[src/rtl/even_odd_pkg.sv]
// Shared types and helpers for the even/odd stream checker.
//
// Contents:
//   eo_state_t - window FSM state: COUNT (collecting words), REPORT (summary held)
//   cnt_width  - width of a counter that must hold values 0..window inclusive
package even_odd_pkg;

    typedef enum logic {
        COUNT  = 1'b0,
        REPORT = 1'b1
    } eo_state_t;

    function automatic int cnt_width(input int window);
        return $clog2(window + 1);
    endfunction

endpackage

[src/rtl/eo_window_counter.sv]
// Two-bucket window counter.
//
// Counts increments into two buckets (even/odd, or error/ok when reused for
// parity errors) and flags the increment that fills the window.
//
// Ports:
//   clk, rst            clock, asynchronous active-high reset
//   clear               zero both buckets; an increment in the same cycle
//                       lands on top of the zeroed value (count becomes 1)
//   inc_even, inc_odd   one-hot increment requests
//   even_cnt, odd_cnt   current bucket values
//   done                this cycle's increment brings even+odd to WINDOW
module eo_window_counter
    import even_odd_pkg::*;
#(
    parameter  int WINDOW = 16,
    localparam int CW     = cnt_width(WINDOW)
) (
    input  logic          clk,
    input  logic          rst,
    input  logic          clear,
    input  logic          inc_even,
    input  logic          inc_odd,
    output logic [CW-1:0] even_cnt,
    output logic [CW-1:0] odd_cnt,
    output logic          done
);

    logic [CW-1:0] base_even;
    logic [CW-1:0] base_odd;
    logic [CW:0]   total_next;

    // Clear acts before the increment so a simultaneous accept opens the
    // new window. total_next carries one spare bit so the compare is exact.
    always_comb begin
        base_even  = clear ? '0 : even_cnt;
        base_odd   = clear ? '0 : odd_cnt;
        total_next = {1'b0, base_even} + {1'b0, base_odd}
                   + (CW+1)'(inc_even) + (CW+1)'(inc_odd);
        done       = (inc_even || inc_odd) && (total_next == (CW+1)'(WINDOW));
    end

    always_ff @(posedge clk or posedge rst) begin
        if (rst) begin
            even_cnt <= '0;
            odd_cnt  <= '0;
        end else begin
            even_cnt <= base_even + CW'(inc_even);
            odd_cnt  <= base_odd  + CW'(inc_odd);
        end
    end

endmodule

[config.mk]
export PLATFORM = sky130hd
export DESIGN_NAME = eo_window_counter
export DESIGN_NICKNAME = d
export VERILOG_FILES = /design/src/rtl/even_odd_pkg.sv /design/src/rtl/eo_window_counter.sv
export SDC_FILE = /design/constraint.sdc
export NUM_CORES = 1
export LEC_CHECK = 0
export BUFFER_PORTS_ARGS = -buffer_cell sky130_fd_sc_hd__buf_2
export CAP_MARGIN = 10
export CORE_AREA = 2 2 40 42
export DETAILED_ROUTE_END_ITERATION = 8
export DIE_AREA = 0 0 42 44
export PLACE_DENSITY = 0.76
export REMOVE_ABC_BUFFERS = 1
export SETUP_SLACK_MARGIN = 0.4
export SYNTH_ARGS = -nofsm -noshare
export SYNTH_HDL_FRONTEND = slang
export SYNTH_SLANG_ARGS = --single-unit
[constraint.sdc]
create_clock -name clk -period 4.6 [get_ports clk]
set_input_delay 0.92 -clock clk [delete_from_list [all_inputs] [get_ports clk]]
set_output_delay 0.92 -clock clk [all_outputs]
set_load 0.03 [all_outputs]
==> key figures, run 1 <==
Yosys
  • Synth cell types: 18
  • Gate count after technology mapping: 68
  • Synthesized area per cell: around 11 um2
  • Adder-cell share of the synthesized area: 0.265
  • Synth Warn #: 0
  • Async SR Flop Fraction: 1.00
  • Leading register cell type out of synthesis: dfrtp_1
  • Main combinational cell family by area after synthesis: adder cells
  • Synthesized area: about 720 um2
  • Synth Area in Simple Gates: 0.199
  • Number of synthesized flops with an enable pin: 0
  • Synthesized flop and latch total: 10
  • Area fraction in compound gates after synthesis: 0.0297
  • Xor/xnor share of the synthesized area: 0.134
  • Multiplexer area fraction after synthesis: 0
  • Part of the Yosys area used for sequential elements: 0.349

Timing
  • Slew headroom: 0.761
  • Actual slew at the worst max-slew pin: around 0.36 ns
  • Fin crit share: 0.847
  • Highest clock rate: 257 MHz
  • Hold Vio Cnt, Final: 0
  • Clock period minus worst slack: 3.90 ns
  • Clk_skew: 0.00328 ns
  • Setup TNS: 0 ns
  • RSZ-0062 raised after global routing: no
  • Max Slew Vio Count: 0
  • Final setup fails: 0

Worst hold path
  • Hold path start: even_cnt[4]$_DFF_PP0_
  • Hold WC Path Type: flop to flop
  • Hold Path Sink: even_cnt[4]$_DFF_PP0_
  • Hold depth: 2

Layout
  • Commonest cells after routing, fill and taps aside: buf_2 (15), ha_1 (12), dfrtp_1 (10)
  • Total Nets Final: roughly 110
  • Diodes inserted: 0
  • Fin area: 843 um2
  • Final Non-Filler Cells: 102
  • Fill count: ~130
  • Multi-input gate area: 450 um2
  • Syn-to-layout area delta: 17.6%
  • Commonest non-fill, non-tap cell in the layout: buf_2
  • Ratio of cells with drive above 1 in the final layout: 0.221
  • Seq. cell area: between 200 and 300 um2

Routing
  • Drt first pass iters: 4
  • DRC errors left: 0
  • Routed WL: 1250 um
  • Via density: between 5 and 6
  • DRT antenna net count: 0
  • Wire length per cell: 12.3 um
  • Routed vias: approximately 500
  • First DRT Iteration DRCs: 1

Floorplanning
  • Row cnt: 14
  • Die height: 44 um
  • IO Count: 16
  • Horiz. Die Dim: 42 um
  • Initial cell density of the core: 0.505
  • CORE AREA: about 1400 um2
  • Die area: 1850 um2

Placed design
  • DP Area: 807 um2
  • GP Congestion: 0.794
  • Post-Place Cells: 98
  • # port buffers: 15
  • DPL Wire Length: 1040 um

Power
  • Sw Pwr: 0.0683 mW
  • Leakage Power: 0.474 nW
  • Sw frac: 0.297
  • Power Internal: about 0.16 mW
  • Total Power: between 0.2 and 0.25 mW
  • Clock power share: 0.338
  • Comb pwr share: 0.230
  • Reg power frac: 0.433
  • Pwr/cell area: about 270 nW/um2
  • Peak VDD IR: around 0.24 mV

Clock network
  • Post CTS Setup Buffer Count: 0
  • Post-CTS sizing: 0
  • TritonCTS buffer count: 3
  • Clock sink total: 10
  • H-tree levels: 1
  • Clock slew at reported path FFs: 0.06 ns
  • Bufs on Longest Clock Path: 2
  • Clk root buf: clkbuf_4
  • # hold bufs at CTS: 0
  • CTS tree: done
  • Later-pin clock latency in the skew report: 0.26 ns

Global routing
  • Global-route wire length before repair: 2290 um
  • Vias in the first global route: 560
  • Initial antenna violation count: 0
  • Total gr overflow: 0
  • Largest net degree at the start of global routing: 17
  • GRT Util Overall: 0.166

Critical path
  • Worst r2r dst: odd_cnt[4]$_DFF_PP0_
  • Crit path from: clear
  • CP Data Arrival Time: 2.98 ns
  • Worst R2R Start: odd_cnt[0]$_DFF_PP0_
  • R2R Setup Slk: 3.19 ns
  • Crit-path max FO: 16
  • CP Class: primary input to output port
  • R2R depth: 6
  • Req. time, crit path: between 3 and 4 ns
  • Critical path capture point type: output port
  • Setup crit start kind: primary input

Job
  • Max-Cap Viols: 0

Run status
  • Status: finished clean
how the worst max path moves through the flow:
stage	end	slack (ns)	depth (start not counted)
6_report	done	0.70	8
4_1_cts	done	0.70	8
3_5_place_dp	done	0.70	8
3_3_place_gp	done	0.75	8
2_1_floorplan	done	1.0	6
5_1_grt	done	0.55	8
synthesized netlist by cell type, types with 2 or more instances:
| library cell | number | area (um2) |
|---|---|---|
| xor2_1 | 7 | 61.3 |
| nand2b_1 | 2 | 12.5 |
| xnor2_1 | 4 | 35.0 |
| a21oi_1 | 2 | 10.0 |
| dfrtp_1 | 10 | 250 |
| fa_1 | 2 | 40.0 |
| inv_1 | 3 | 11.3 |
| nand3_1 | 4 | 20.0 |
| ha_1 | 12 | 150 |
| nor2b_1 | 9 | 56.3 |
| nor2_1 | 6 | 22.5 |
power groups by stage:
stage	clock network [mW]	registers, mW	logic [mW]
after detailed placement	0	0.101	0.0533
after global placement	0	0.101	0.0517
after CTS	0.0807	0.0995	0.0535
final	0.0777	0.0994	0.0528
after global routing	0.0833	0.100	0.0589
after floorplan	0	0.112	0.0252
critical path, cell delays in order:
cell and delay, ns:
buf_2 0.19, nor2b_1 0.21, fa_1 0.44, ha_1 0.23, fa_1 0.42, nor3_1 0.18, o2111a_1 0.19, buf_2 0.19
logic make-up (layout without fill, tap and decap cells):
group | Yosys count | after routing
adder cells (fa/ha/maj) | 14 | 14
buffers and inverters | 4 | 22
AO/OA/AOI/OAI | 3 | 3
AND/OR/NAND/NOR | 26 | 26
flip-flops | 10 | 10
XOR/XNOR | 11 | 11
stage by stage:
stage	hold slack [ns]	worst slack, ns	utilization
after global routing	0.633	0.547	0.594
after detailed placement	0.569	0.704	0.569
final	0.570	0.704	0.594
after CTS	0.585	0.700	0.594
after global placement	0.543	0.755	0.569
after floorplan	0.723	1.00	-
routing by layer:
layer | track usage | share of wire | routed length [um] | up-vias
li1 | - | - | - | 264
met5 | 0 | 0 | 0 | -
met3 | 0.0167 | 0.034 | 42 | 4
met4 | 0.110 | 0.021 | 26 | 0
met2 | 0.284 | 0.51 | 640 | 11
met1 | 0.198 | 0.43 | 541 | 232
flip-flops by register name, indices dropped and copies added (netlist names):
name and cells:
even_cnt 5, odd_cnt 5
layout make-up:
class | count | area share
multi-input combinational | 54 | 0.534
clock buffer | 4 | 0.0430
sequential | 10 | 0.297
tap | 16 | 0.0237
inverter | 3 | 0.0134
timing repair buffer | 15 | 0.0890
(Power assumes the default switching activity.)
==> run 2, diff against run 1 <==
ABC_AREA = 1   (was not set)
CORE_AREA = 2 2 45 47   (was 2 2 40 42)
DIE_AREA = 0 0 47 49   (was 0 0 42 44)
PLACE_DENSITY = 0.69   (was 0.76)
clock period = 3.18 ns   (was 4.6 ns; I/O delays follow)
==> run 2 against run 1 <==
Sequential share of layout area down 4.5 points. Global-route usage shrank 0.80 points. Clock power rose by 52%. First-iteration DRC count grew to 3.0 times the previous value. Routed wire length up 19%. Highest routed layer unchanged. Sequential power is 42% higher. Synthesized area grew 12%. Worst setup slack lost 0.61 ns. Die area rose by 25%.
==> key figures, run 2 <==
Critical path
  • Slowest CP cell: fa_1
  • Worst path most repeated cell: nor2_1
  • Crit-path max cell delay: 0.54 ns (+0.10 ns)
  • CP Class: primary input to output port
  • Buf/Inv on CP: 2 (unchanged)
  • R2R depth: 8 (+2)
  • Crit. path cell count: 10 (+2)
  • Setup crit start kind: primary input
  • Req. time, crit path: 2.54 ns (-1.14 ns)
  • CP Cell Sequence: buf_2, fa_1, ha_2, fa_1, nor2_1, nand2_1, nor2_1, nand3_1, nor2_1, buf_4
  • Critical path capture point type: output port
  • Worst path top cell family by delay: adder cells
  • Crit-path max FO: 2 (-14)
  • CP Data Arrival Time: 2.45 ns (-0.53 ns)

Yosys
  • Number of synthesized flops with an enable pin: 0 (unchanged)
  • Part of the Yosys area used for sequential elements: 0.313 (-0.0365)
  • Synth area leader: dfrtp_1
  • Adder-cell share of the synthesized area: 0.238 (-0.0278)
  • Synthesized area: 801 um2 (+12%)
  • Synth area leaders: dfrtp_1 (31%), ha_1 (19%), inv_1 (10%)
  • Synth Area in Simple Gates: 0.256 (+0.0573)
  • Leading register cell type out of synthesis: dfrtp_1
  • Synthesized flop and latch total: 10 (unchanged)
  • Synth Warn #: 0 (unchanged)
  • Gate count after technology mapping: 99 (+46%)
  • Synth cell types: 17 (-1)
  • Synthesized area per cell: 8.09 um2 (-23%)
  • Top cells by count, synth: inv_1 (22), nor2_1 (22), nand2_1 (13), ha_1 (12), dfrtp_1 (10)
  • Async SR Flop Fraction: 1.00 (unchanged)
  • Main combinational cell family by area after synthesis: simple AND/OR/NAND/NOR gates
  • Multiplexer area fraction after synthesis: 0 (unchanged)
  • Synth top area share: 0.313 (-0.0365)
  • Area fraction in compound gates after synthesis: 0.0125 (-0.0172)
  • Xor/xnor share of the synthesized area: 0.0547 (-0.0797)

Global routing
  • Global-route wire length before repair: 2570 um (+12%)
  • Vias in the first global route: 622 (+11%)
  • GRT Util Overall: 0.158 (-0.00800)
  • Total gr overflow: 0 (unchanged)
  • Largest net degree at the start of global routing: 11 (-6)
  • Initial antenna violation count: 0 (unchanged)

Layout
  • Diodes inserted: 0 (unchanged)
  • Fin area: 993 um2 (+18%)
  • Commonest non-fill, non-tap cell in the layout: inv_1
  • Final Non-Filler Cells: 149 (+46%)
  • Largest regs: even_cnt (5), odd_cnt (5)
  • Ratio of cells with drive above 1 in the final layout: 0.287 (+0.0660)
  • Syn-to-layout area delta: 24.1%
  • Commonest cells after routing, fill and taps aside: inv_1 (21), nor2_1 (20), nand2_1 (13), buf_2 (13), ha_1 (11)
  • Total Nets Final: 142 (+34%)

Floorplanning
  • Initial cell density of the core: 0.435 (-0.0705)
  • Die area: 2300 um2 (+25%)
  • Die height: 49 um (+11%)
  • Row cnt: 16 (+2)
  • CORE AREA: 1840 um2 (+30%)
  • Horiz. Die Dim: 47 um (+12%)
  • IO Count: 16 (unchanged)

Power
  • Pwr/cell area: 363 nW/um2 (+33%)
  • Peak VDD IR: 0.234 mV (-0.64%)
  • Leakage Power: 0.558 nW (+18%)

Timing
  • Highest clock rate: 324 MHz
  • Setup TNS: 0 ns (unchanged)
  • Fin crit share: 0.969
  • Final hold slack: 0.334 ns (-0.236 ns)
  • Slew headroom: 0.733 (-0.0281)
  • Hold Vio Cnt, Final: 0 (unchanged)
  • Clock period minus worst slack: 3.08 ns
  • Max Slew Vio Count: 0 (unchanged)
  • Final setup fails: 0 (unchanged)
  • Actual slew at the worst max-slew pin: 0.400 ns (+0.0421 ns)
  • RSZ-0062 raised after global routing: yes
  • Clk_skew: 0.00418 ns (+0.000900 ns)

Placed design
  • DP Area: 921 um2 (+14%)
  • DPL Wire Length: 1200 um (+16%)
  • Post-Place Cells: 143 (+46%)
  • # port buffers: 15 (unchanged)
  • GP Congestion: 0.772 (-2.7%)

Clock network
  • Clk root buf: clkbuf_4
  • Bufs on Longest Clock Path: 2 (unchanged)
  • Later-pin clock latency in the skew report: 0.27 ns (about the same)
  • TritonCTS buffer count: 3 (unchanged)
  • Clock sink total: 10 (unchanged)
  • Clock slew at reported path FFs: 0.07 ns (about the same)
  • CTS tree: done
  • H-tree levels: 1 (unchanged)

Routing
  • Routed WL: 1490 um (+19%)
  • DRT antenna net count: 0 (unchanged)
  • Drt first pass iters: 4 (unchanged)
  • Via density: 4.28 (-15%)
  • First DRT Iteration DRCs: 3 (+2)
  • Routed vias: 637 (+25%)
  • DRC errors left: 0 (unchanged)
  • Wire length per cell: 10.0 um (-18%)

Worst hold path
  • Hold WC Path Type: primary input to async pin

Run status
  • Status: finished clean

Job
  • Max-Cap Viols: 0 (unchanged)
[run 2: cell count changes after synthesis, sizes merged, moves of 2 or more]
| cell | previous run | this run |
|---|---|---|
| inv | 3 | 24 |
| nand2 | 1 | 13 |
| nand2b | 2 | 0 |
| nor2 | 6 | 26 |
| nor2b | 9 | 0 |
| xnor2 | 4 | 2 |
| xor2 | 7 | 3 |
[run 2: report_power, final]
part	internal [mW]	total [mW]	leakage [nW]	switching (mW)
clock	0.0696	0.118	0.0210	0.0483
combinational	0.0385	0.102	0.404	0.0633
sequential	0.135	0.141	0.133	0.00552
total	0.243	0.360	0.558	0.117
[run 2: final timing paths]
path                                        from  slack [ns]               endpoint
setup / recovery                        inc_even         0.1                   done
hold / removal                               rst        0.33   odd_cnt[3]$_DFF_PP0_
setup reg to reg            odd_cnt[0]$_DFF_PP0_        1.72   odd_cnt[4]$_DFF_PP0_
hold reg to reg            even_cnt[4]$_DFF_PP0_        0.52  even_cnt[4]$_DFF_PP0_
max in group asynchronous                    rst        2.56  even_cnt[0]$_DFF_PP0_
min in group clk           even_cnt[4]$_DFF_PP0_        0.52  even_cnt[4]$_DFF_PP0_
[run 2: cells by family after synthesis]
kind of cell               Yosys count
AOI/OAI and AO/OA                    2
xor gates and xnor gates             5
adders and majority gates           14
buffers and inverters               25
DFF                                 10
and+or+nand+nor                     43
[run 2: area by class of cell]
cell class                 instances  area, um2
clock buffer                       4       36.3
fill                             196        848
inverter                          24       90.1
multi-input combinational         64        462
sequential                        10        250
tap                               27       33.8
timing repair buffer              20        121
[run 2: per-layer routing]
| layer | vias up | share of wire | GRT usage |
|---|---|---|---|
| met1 | 280 | 0.43 | 0.182 |
| met4 | 0 | 0.017 | 0.0694 |
| met2 | 15 | 0.50 | 0.258 |
| met5 | - | 0 | 0 |
| met3 | 4 | 0.052 | 0.0481 |
| li1 | 338 | - | - |
[run 2: metrics by stage]
step                      power [mW]  setup WS [ns]   util
after CTS                      0.359         0.0514  0.531
after floorplan                0.207        -0.0320      -
after global routing           0.387        -0.0633  0.539
after detailed placement       0.236         -0.109  0.500
after global placement         0.233        -0.0563  0.500
final                          0.360         0.0976  0.539
[run 2: timing repair]
action                                 4_1_cts  5_1_grt
cloned                                       0        0
buffers inserted                             1        1
pin swaps                                    4        1
endpoints found under the hold margin        0        0
hold buffers                                 0        0
resized for setup                            4        4
setup endpoints to repair                    1        1
